[src/rtl/mc_ctrl_pkg.sv]
// mc_ctrl_pkg: shared encodings for the multi-cycle MIPS-subset control path.
// Holds the state encodings, the opcode constants and the alu_op / alu_src_b / pc_source
// encodings. The control FSM, the datapath and the ALU-control block all import it.
// Optional feature macro: MC_CTRL_ILLEGAL_TRAP_EN adds the S_HALT encoding.
package mc_ctrl_pkg;

   localparam int unsigned STATE_W  = 4;
   localparam int unsigned OPCODE_W = 6;

   // Control FSM states
   typedef enum logic [STATE_W-1:0] {
      S_RST   = 4'd0,
      S_IF    = 4'd1,
      S_ID    = 4'd2,
      S_MADDR = 4'd3,
      S_MRD   = 4'd4,
      S_MWB   = 4'd5,
      S_MWR   = 4'd6,
      S_EXR   = 4'd7,
      S_WBR   = 4'd8,
      S_BEQ   = 4'd9,
      S_J     = 4'd10,
      S_EXI   = 4'd11,
      S_WBI   = 4'd12
`ifdef MC_CTRL_ILLEGAL_TRAP_EN
      ,
      S_HALT  = 4'd13
`endif
   } state_e;

   // Decoded opcodes (IR[31:26])
   localparam logic [OPCODE_W-1:0] OP_R    = 6'b000000;
   localparam logic [OPCODE_W-1:0] OP_LW   = 6'b100011;
   localparam logic [OPCODE_W-1:0] OP_SW   = 6'b101011;
   localparam logic [OPCODE_W-1:0] OP_BEQ  = 6'b000100;
   localparam logic [OPCODE_W-1:0] OP_J    = 6'b000010;
   localparam logic [OPCODE_W-1:0] OP_ADDI = 6'b001000;

   // ALU operation class
   localparam logic [1:0] ALU_ADD   = 2'b00;
   localparam logic [1:0] ALU_SUB   = 2'b01;
   localparam logic [1:0] ALU_FUNCT = 2'b10;

   // ALU B operand select
   localparam logic [1:0] SRCB_REG     = 2'b00;
   localparam logic [1:0] SRCB_FOUR    = 2'b01;
   localparam logic [1:0] SRCB_IMM     = 2'b10;
   localparam logic [1:0] SRCB_IMM_SH2 = 2'b11;

   // PC source select
   localparam logic [1:0] PCSRC_ALU    = 2'b00;
   localparam logic [1:0] PCSRC_ALUOUT = 2'b01;
   localparam logic [1:0] PCSRC_JUMP   = 2'b10;

endpackage

[src/rtl/mc_ctrl_fsm.sv]
// mc_ctrl_fsm: multi-cycle MIPS-subset control unit (Moore FSM with memory-ready handshake).
// Ports:
//   clk, rst            clock, asynchronous active-high reset
//   opcode[5:0]         IR[31:26], sampled in S_ID and S_MADDR only
//   mem_ready           memory completes the current read/write this cycle
//   pc_write, pc_write_cond, i_or_d, mem_read, mem_write, ir_write, mem_to_reg,
//   pc_source[1:0], alu_op[1:0], alu_src_a, alu_src_b[1:0], reg_write, reg_dst
//                       datapath strobes, decoded from the state register
//   state[STATE_W-1:0]  current state, for debug
//   err                 illegal-opcode halt flag (only with MC_CTRL_ILLEGAL_TRAP_EN)
// Strobes decode directly from the state register, so an asynchronous reset clears them
// in the same cycle. The only Mealy terms are ir_write/pc_write in S_IF, qualified by
// mem_ready so a stalled fetch loads IR and PC exactly once.
// Optional feature macro: MC_CTRL_ILLEGAL_TRAP_EN (undecoded opcode halts in S_HALT).
module mc_ctrl_fsm #(
   parameter int unsigned STATE_W = 4
) (
   input  logic               clk,
   input  logic               rst,
   input  logic [5:0]         opcode,
   input  logic               mem_ready,
   output logic               pc_write,
   output logic               pc_write_cond,
   output logic               i_or_d,
   output logic               mem_read,
   output logic               mem_write,
   output logic               ir_write,
   output logic               mem_to_reg,
   output logic [1:0]         pc_source,
   output logic [1:0]         alu_op,
   output logic               alu_src_a,
   output logic [1:0]         alu_src_b,
   output logic               reg_write,
   output logic               reg_dst,
   output logic [STATE_W-1:0] state
`ifdef MC_CTRL_ILLEGAL_TRAP_EN
   ,
   output logic               err
`endif
);
   import mc_ctrl_pkg::*;

   state_e cur;
   state_e nxt;

   // State register
   always_ff @(posedge clk or posedge rst) begin
      if (rst) cur <= S_RST;
      else     cur <= nxt;
   end

   // Next-state logic
   always_comb begin
      nxt = cur;
      case (cur)
         S_RST:   nxt = S_IF;
         S_IF:    nxt = mem_ready ? S_ID : S_IF;
         S_ID: begin
            case (opcode)
               OP_LW, OP_SW: nxt = S_MADDR;
               OP_R:         nxt = S_EXR;
               OP_BEQ:       nxt = S_BEQ;
               OP_J:         nxt = S_J;
               OP_ADDI:      nxt = S_EXI;
`ifdef MC_CTRL_ILLEGAL_TRAP_EN
               default:      nxt = S_HALT;
`else
               default:      nxt = S_IF;
`endif
            endcase
         end
         // Opcode is re-sampled here; anything but LW/SW falls back to fetch.
         S_MADDR: begin
            if (opcode == OP_LW)      nxt = S_MRD;
            else if (opcode == OP_SW) nxt = S_MWR;
            else                      nxt = S_IF;
         end
         S_MRD:   nxt = mem_ready ? S_MWB : S_MRD;
         S_MWB:   nxt = S_IF;
         S_MWR:   nxt = mem_ready ? S_IF : S_MWR;
         S_EXR:   nxt = S_WBR;
         S_WBR:   nxt = S_IF;
         S_BEQ:   nxt = S_IF;
         S_J:     nxt = S_IF;
         S_EXI:   nxt = S_WBI;
         S_WBI:   nxt = S_IF;
`ifdef MC_CTRL_ILLEGAL_TRAP_EN
         S_HALT:  nxt = S_HALT;
`endif
         default: nxt = S_RST;
      endcase
   end

   // Output decode: every strobe defaults to 0
   always_comb begin
      pc_write      = 1'b0;
      pc_write_cond = 1'b0;
      i_or_d        = 1'b0;
      mem_read      = 1'b0;
      mem_write     = 1'b0;
      ir_write      = 1'b0;
      mem_to_reg    = 1'b0;
      pc_source     = PCSRC_ALU;
      alu_op        = ALU_ADD;
      alu_src_a     = 1'b0;
      alu_src_b     = SRCB_REG;
      reg_write     = 1'b0;
      reg_dst       = 1'b0;
      case (cur)
         S_IF: begin
            mem_read  = 1'b1;
            alu_src_b = SRCB_FOUR;
            ir_write  = mem_ready;
            pc_write  = mem_ready;
         end
         S_ID: begin
            alu_src_b = SRCB_IMM_SH2;
         end
         S_MADDR, S_EXI: begin
            alu_src_a = 1'b1;
            alu_src_b = SRCB_IMM;
         end
         S_MRD: begin
            mem_read = 1'b1;
            i_or_d   = 1'b1;
         end
         S_MWB: begin
            reg_write  = 1'b1;
            mem_to_reg = 1'b1;
         end
         S_MWR: begin
            mem_write = 1'b1;
            i_or_d    = 1'b1;
         end
         S_EXR: begin
            alu_src_a = 1'b1;
            alu_op    = ALU_FUNCT;
         end
         S_WBR: begin
            reg_write = 1'b1;
            reg_dst   = 1'b1;
         end
         S_BEQ: begin
            alu_src_a     = 1'b1;
            alu_op        = ALU_SUB;
            pc_write_cond = 1'b1;
            pc_source     = PCSRC_ALUOUT;
         end
         S_J: begin
            pc_write  = 1'b1;
            pc_source = PCSRC_JUMP;
         end
         S_WBI: begin
            reg_write = 1'b1;
         end
         default: ;
      endcase
   end

   assign state = STATE_W'(cur);

`ifdef MC_CTRL_ILLEGAL_TRAP_EN
   assign err = (cur == S_HALT);
`endif

endmodule

[config.mk]
export PLATFORM = sky130hd
export DESIGN_NAME = mc_ctrl_fsm
export DESIGN_NICKNAME = d
export VERILOG_FILES = /design/src/rtl/mc_ctrl_pkg.sv /design/src/rtl/mc_ctrl_fsm.sv
export SDC_FILE = /design/constraint.sdc
export NUM_CORES = 1
export LEC_CHECK = 0
export ABC_AREA = 1
export BUFFER_PORTS_ARGS = -buffer_cell sky130_fd_sc_hd__buf_2
export CAP_MARGIN = 20
export CELL_PAD_IN_SITES_DETAIL_PLACEMENT = 1
export CELL_PAD_IN_SITES_GLOBAL_PLACEMENT = 1
export CORE_MARGIN = 2
export CORE_UTILIZATION = 28
export CTS_CLUSTER_SIZE = 40
export DETAILED_ROUTE_END_ITERATION = 10
export PLACE_DENSITY = 0.91
export SKIP_CTS_REPAIR_TIMING = 1
export SLEW_MARGIN = 20
export SYNTH_ARGS = -nofsm -noshare
export SYNTH_HDL_FRONTEND = slang
export SYNTH_SLANG_ARGS = --single-unit
[constraint.sdc]
create_clock -name clk -period 2.7 [get_ports clk]
set_input_delay 0 -clock clk [delete_from_list [all_inputs] [get_ports clk]]
set_output_delay 0 -clock clk [all_outputs]
set_load 0.01 [all_outputs]
Word-level counts from Yosys, hierarchy flattened
Cells that the tools add are included.

Flip-flop bits (word level): 4. Input bits: 9. Output and inout bits: 20. Logic and storage cells: 47.

Mux-type cells: 20. Reductions and logical operators: 9. Eq/ne operators: 17.

Operator list (count): case mux 4 bit (8 select lines) (1); equality test 4 bit (second input constant) (5); case mux 4 bit (5 select lines) (1); equality test 4 x 3 -> 1 bit (second input constant) (4); equality test 6 bit (second input constant) (2); 2-to-1 mux 1 bit (10); 2-to-1 mux 3 bit (3); equality test 4 x 2 -> 1 bit (second input constant) (2); case mux 2 bit (2 select lines) (2); OR reduction 2 bit (4); equality test 6 x 2 -> 1 bit (second input constant) (1); equality test 6 x 3 -> 1 bit (second input constant) (1); equality test 6 x 4 -> 1 bit (second input constant) (1); zero test 6 bit (1); case mux 2 bit (3 select lines) (1); OR reduction 6 bit (1); equality test 4 x 1 -> 1 bit (second input constant) (1); zero test 4 bit (1); OR reduction 4 bit (1); OR reduction 3 bit (1); 2-to-1 mux 2 bit (1); case mux 1 bit (2 select lines) (1).

Longest topological paths before layout
Depth after elaboration: 4. Depth in mapped cells: 7. Depth with buffers taken out: 7.

Worst setup path after synthesis
OpenSTA, ideal clock, no wires.

Path type: register to register. From: reg cur[1], in the netlist state[1]. To: reg cur[0], in the netlist state[0]. Setup slack: 1.588 ns. Path buffers: 0. Stages on the path, launching flop included: 8. Data required time: 2.575 ns. Arrival time: 0.987 ns. Setup time: 0.125 ns. Clock period less this slack: 1.112 ns. Cells stage by stage: dfrtp_1 -> inv_1 -> nand2_2 -> inv_1 -> nand2_1 -> nand2_1 -> nor2_1 -> nand3_1.

Word-level cells in the longest chain between the ends: 3. Elaborated cells on any way between the ends: 15. Those cells by class: eq/ne: 12; mux: 1; reduce/logical: 2.

Ends and longest elaborated chain: start, declared (RTL line mc_ctrl_fsm.sv:43) `state_e cur;`; start signal, assigned (RTL line mc_ctrl_fsm.sv:49) `else cur <= nxt;`; equality test 4 bit (tied with other cells) (RTL line mc_ctrl_fsm.sv:55) `case (cur)`; OR reduction 6 bit (no source line); case mux 4 bit (8 select lines) (*) (RTL line mc_ctrl_fsm.sv:55); via nxt[0] (RTL line mc_ctrl_fsm.sv:44) `state_e nxt;`.

Mark *: on every way through the listed nets, which the timed path passes. The rest lies on a longest branch.

Final worst setup path
From: reg cur[0], in the netlist state[0]. To: out alu_src_b[1].

Word-level cells in the longest chain between the ends: 3. Elaborated cells on any way between the ends: 6. Those cells by class: eq/ne: 4; mux: 1; reduce/logical: 1.

Ends and longest elaborated chain: equality test 4 x 2 -> 1 bit or equality test 4 bit (tied branches) (RTL line mc_ctrl_fsm.sv:109) `case (cur)`; OR reduction 2 bit (RTL line mc_ctrl_fsm.sv:109); case mux 2 bit (3 select lines) (*) (RTL line mc_ctrl_fsm.sv:109); end, declared (RTL line mc_ctrl_fsm.sv:32) `output logic [1:0] alu_src_b,`.

Every way passes the cells marked *; elsewhere a longest branch is shown, timed or not.

==> impl_metrics.env <==
export IMPL_period_minus_slack_ns=1.43
export IMPL_first_pass_iters=3
export IMPL_synth_commonest_cells="nand2_1 (25), nor2_1 (17), inv_1 (15)"
export IMPL_synthFlopType="dfrtp_1"
export IMPL_synth_distinct_cells=14
export IMPL_drc=0
export IMPL_hold_path_class="primary input to register"
export IMPL_seq_area_frac_synth_pct=19.1
export IMPL_max_freq_mhz=700
export IMPL_clk_pin_slew_worst_paths_ns=0.04
export IMPL_fillers=265
export IMPL_p_leak_nw=0.493
export IMPL_initial_utilization_pct=30.0
export IMPL_final_cells=151
export IMPL_finalCritPeriodShare_pct=52.9
export IMPL_die_height_um=47.2
export IMPL_num_nets_final=137
export IMPL_crit_family="flip-flops"
export IMPL_cp_arrival_ns=1.43
export IMPL_dpl_cell_count=147
export IMPL_synthArstFlopShare_pct=100
export IMPL_worstMarginPinSlew_ns=0.317
export IMPL_syn_inst=96
export IMPL_syn2layout_area_growth_pct=36.1
export IMPL_final_layout_size_suffix_gt1_share_pct=37.3
export IMPL_grt_usage_pct=17.4
export IMPL_pin_count=29
export IMPL_cts_root_buf="clkbuf_4"
export IMPL_cp_depth=6
export IMPL_syn_area_per_cell_um2=5.45
export IMPL_fin_area_um2=712
export IMPL_wl_per_cell_um=11.0
export IMPL_critical_path_cell_chain="inv_1 > nand2_1 > nor2_2 > inv_2 > o21ai_0 > buf_2"
export IMPL_hold_violations=0
export IMPL_critPathBufInv=3
export IMPL_port_buffers=28
export IMPL_drtIter0Drc=2
export IMPL_setup_viol=0
export IMPL_power_density_nw_per_um2=658
export IMPL_max_vdd_ir_drop_v=0.000221
export IMPL_hold_depth=5
export IMPL_dp_hpwl_um=1460
export IMPL_synth_edf_count=0
export IMPL_vias=674
export IMPL_grt_overflow_total=0
export IMPL_finClkSkew_ns=0.00574
export IMPL_largest_register_ffs=4
export IMPL_final_max_slew_viol_count=0
export IMPL_r2r_cells=7
export IMPL_ys_top_cells_by_area="dfrtp_1 (19%), nand2_1 (18%), nor2_1 (12%)"
export IMPL_rows=15
export IMPL_cpPeakStageDelay_ns=0.45
export IMPL_drtAntennaViolNets=0
export IMPL_syn_nets=105
export IMPL_grt_max_degree=8
export IMPL_routabilityCongestion=0.848
export IMPL_yosysMostFrequentCell="nand2_1"
export IMPL_cts_tree="built"
export IMPL_outcome="finished clean"
export IMPL_die_width_um=47.2
export IMPL_coreArea_um2=1750
export IMPL_grt_setup_unrepaired="no"
export IMPL_placed_area_um2=679
export IMPL_cp_required_ns=2.70
export IMPL_grt_pass1_vias=647
export IMPL_cts_max_level=1
export IMPL_start_kind="register"
export IMPL_clkLatencyLatePin_ns=0.25
export IMPL_clock_sinks=4
export IMPL_viasPerCell=4.46
export IMPL_clockBufferDepth=2
export IMPL_setup_tns_ns=0
export IMPL_slowest_stage="dfrtp_1"
export IMPL_yosysWarnings=0
export IMPL_slew_headroom_pct=78.7
export IMPL_cap_violations=0
export IMPL_grt_pass1_wl_um=2630
export IMPL_synth_area_um2=523
export IMPL_numCtsBuffers=3
export IMPL_yosysTopAreaCellShare_pct=19.1
export IMPL_worst_setup_path_type="register to output port"
export IMPL_wl_um=1650
export IMPL_end_kind="output port"
export IMPL_whs_ns=0.114
export IMPL_n_antenna_cell=0
export IMPL_crit_fanout=7
export IMPL_die_area_um2=2230
export IMPL_ys_ff_latch=4
export IMPL_antenna_found_initial=0
export IMPL_synth_top_area_cell="dfrtp_1"
stage by stage:
| stage | power [mW] | util (%) | setup WS (ns) |
|---|---|---|---|
| after floorplan | 0.290 | - | 1.59 |
| after global placement | 0.381 | 38.9 | 1.53 |
| after detailed placement | 0.393 | 38.9 | 1.53 |
| after CTS | 0.475 | 40.2 | 1.26 |
| after global routing | 0.520 | 40.8 | 1.15 |
| final | 0.468 | 40.8 | 1.27 |
final cells by class:
type,count,area [µm²],area share (%)
Inverter,20,75.1,10.5
Multi-Input combinational cell,70,333,46.7
Tap cell,25,31.3,4.39
Clock buffer,3,22.5,3.16
Sequential cell,4,100,14.1
Timing Repair Buffer,29,150,21.1
placed cells by master, fill, tap and decap left out:
master and instances:
buf_2 28, nand4_1 1, inv_2 5, nand3_1 11, nor2_1 17, nor2_2 4, inv_1 15, clkbuf_4 3
dlygate4sd3_1 1, dfrtp_1 4, o21ai_0 4, nand2_2 3, nor2_4 3, nand2_4 1, nand2_1 25, nor3_1 1
worst reg2reg max path, stage by stage (launching register included):
cell	delay, ns
dfrtp_1	0.45
inv_1	0.10
nand2_1	0.09
nor2_2	0.20
inv_2	0.08
nor2_2	0.08
nor2_1	0.05
nand3_1	0.07
logic make-up (layout without fill, tap and decap cells):
| family | count (synthesis) | count (layout) | share of synthesized area, % |
|---|---|---|---|
| and+or+nand+nor | 66 | 66 | 59.8 |
| buffers and inverters | 22 | 52 | 17.2 |
| AOI/OAI and AO/OA | 4 | 4 | 3.83 |
| DFF | 4 | 4 | 19.1 |
per-layer routing:
layer	vias to the layer above	wire [µm]	track usage, %
met5	-	0	0
met4	0	33	12.8
met3	3	56	2.31
met2	26	857	32.2
met1	297	707	17.4
li1	348	-	-
path summary, 6_finish.rpt:
path                           start           end  slack, ns
setup / recovery            state[0]  alu_src_b[1]       1.27
hold / removal             mem_ready      state[0]       0.11
setup reg to reg            state[0]      state[2]       1.51
hold reg to reg             state[3]      state[0]       0.70
max in group asynchronous        rst      state[2]       2.38
min in group asynchronous        rst      state[1]       0.17
power breakdown:
| group | internal, mW | switching [mW] |
|---|---|---|
| clock | 0.0499 | 0.0281 |
| combinational | 0.109 | 0.181 |
| sequential | 0.0745 | 0.0254 |
| total | 0.233 | 0.235 |
Power figures use the tool's default switching activity.
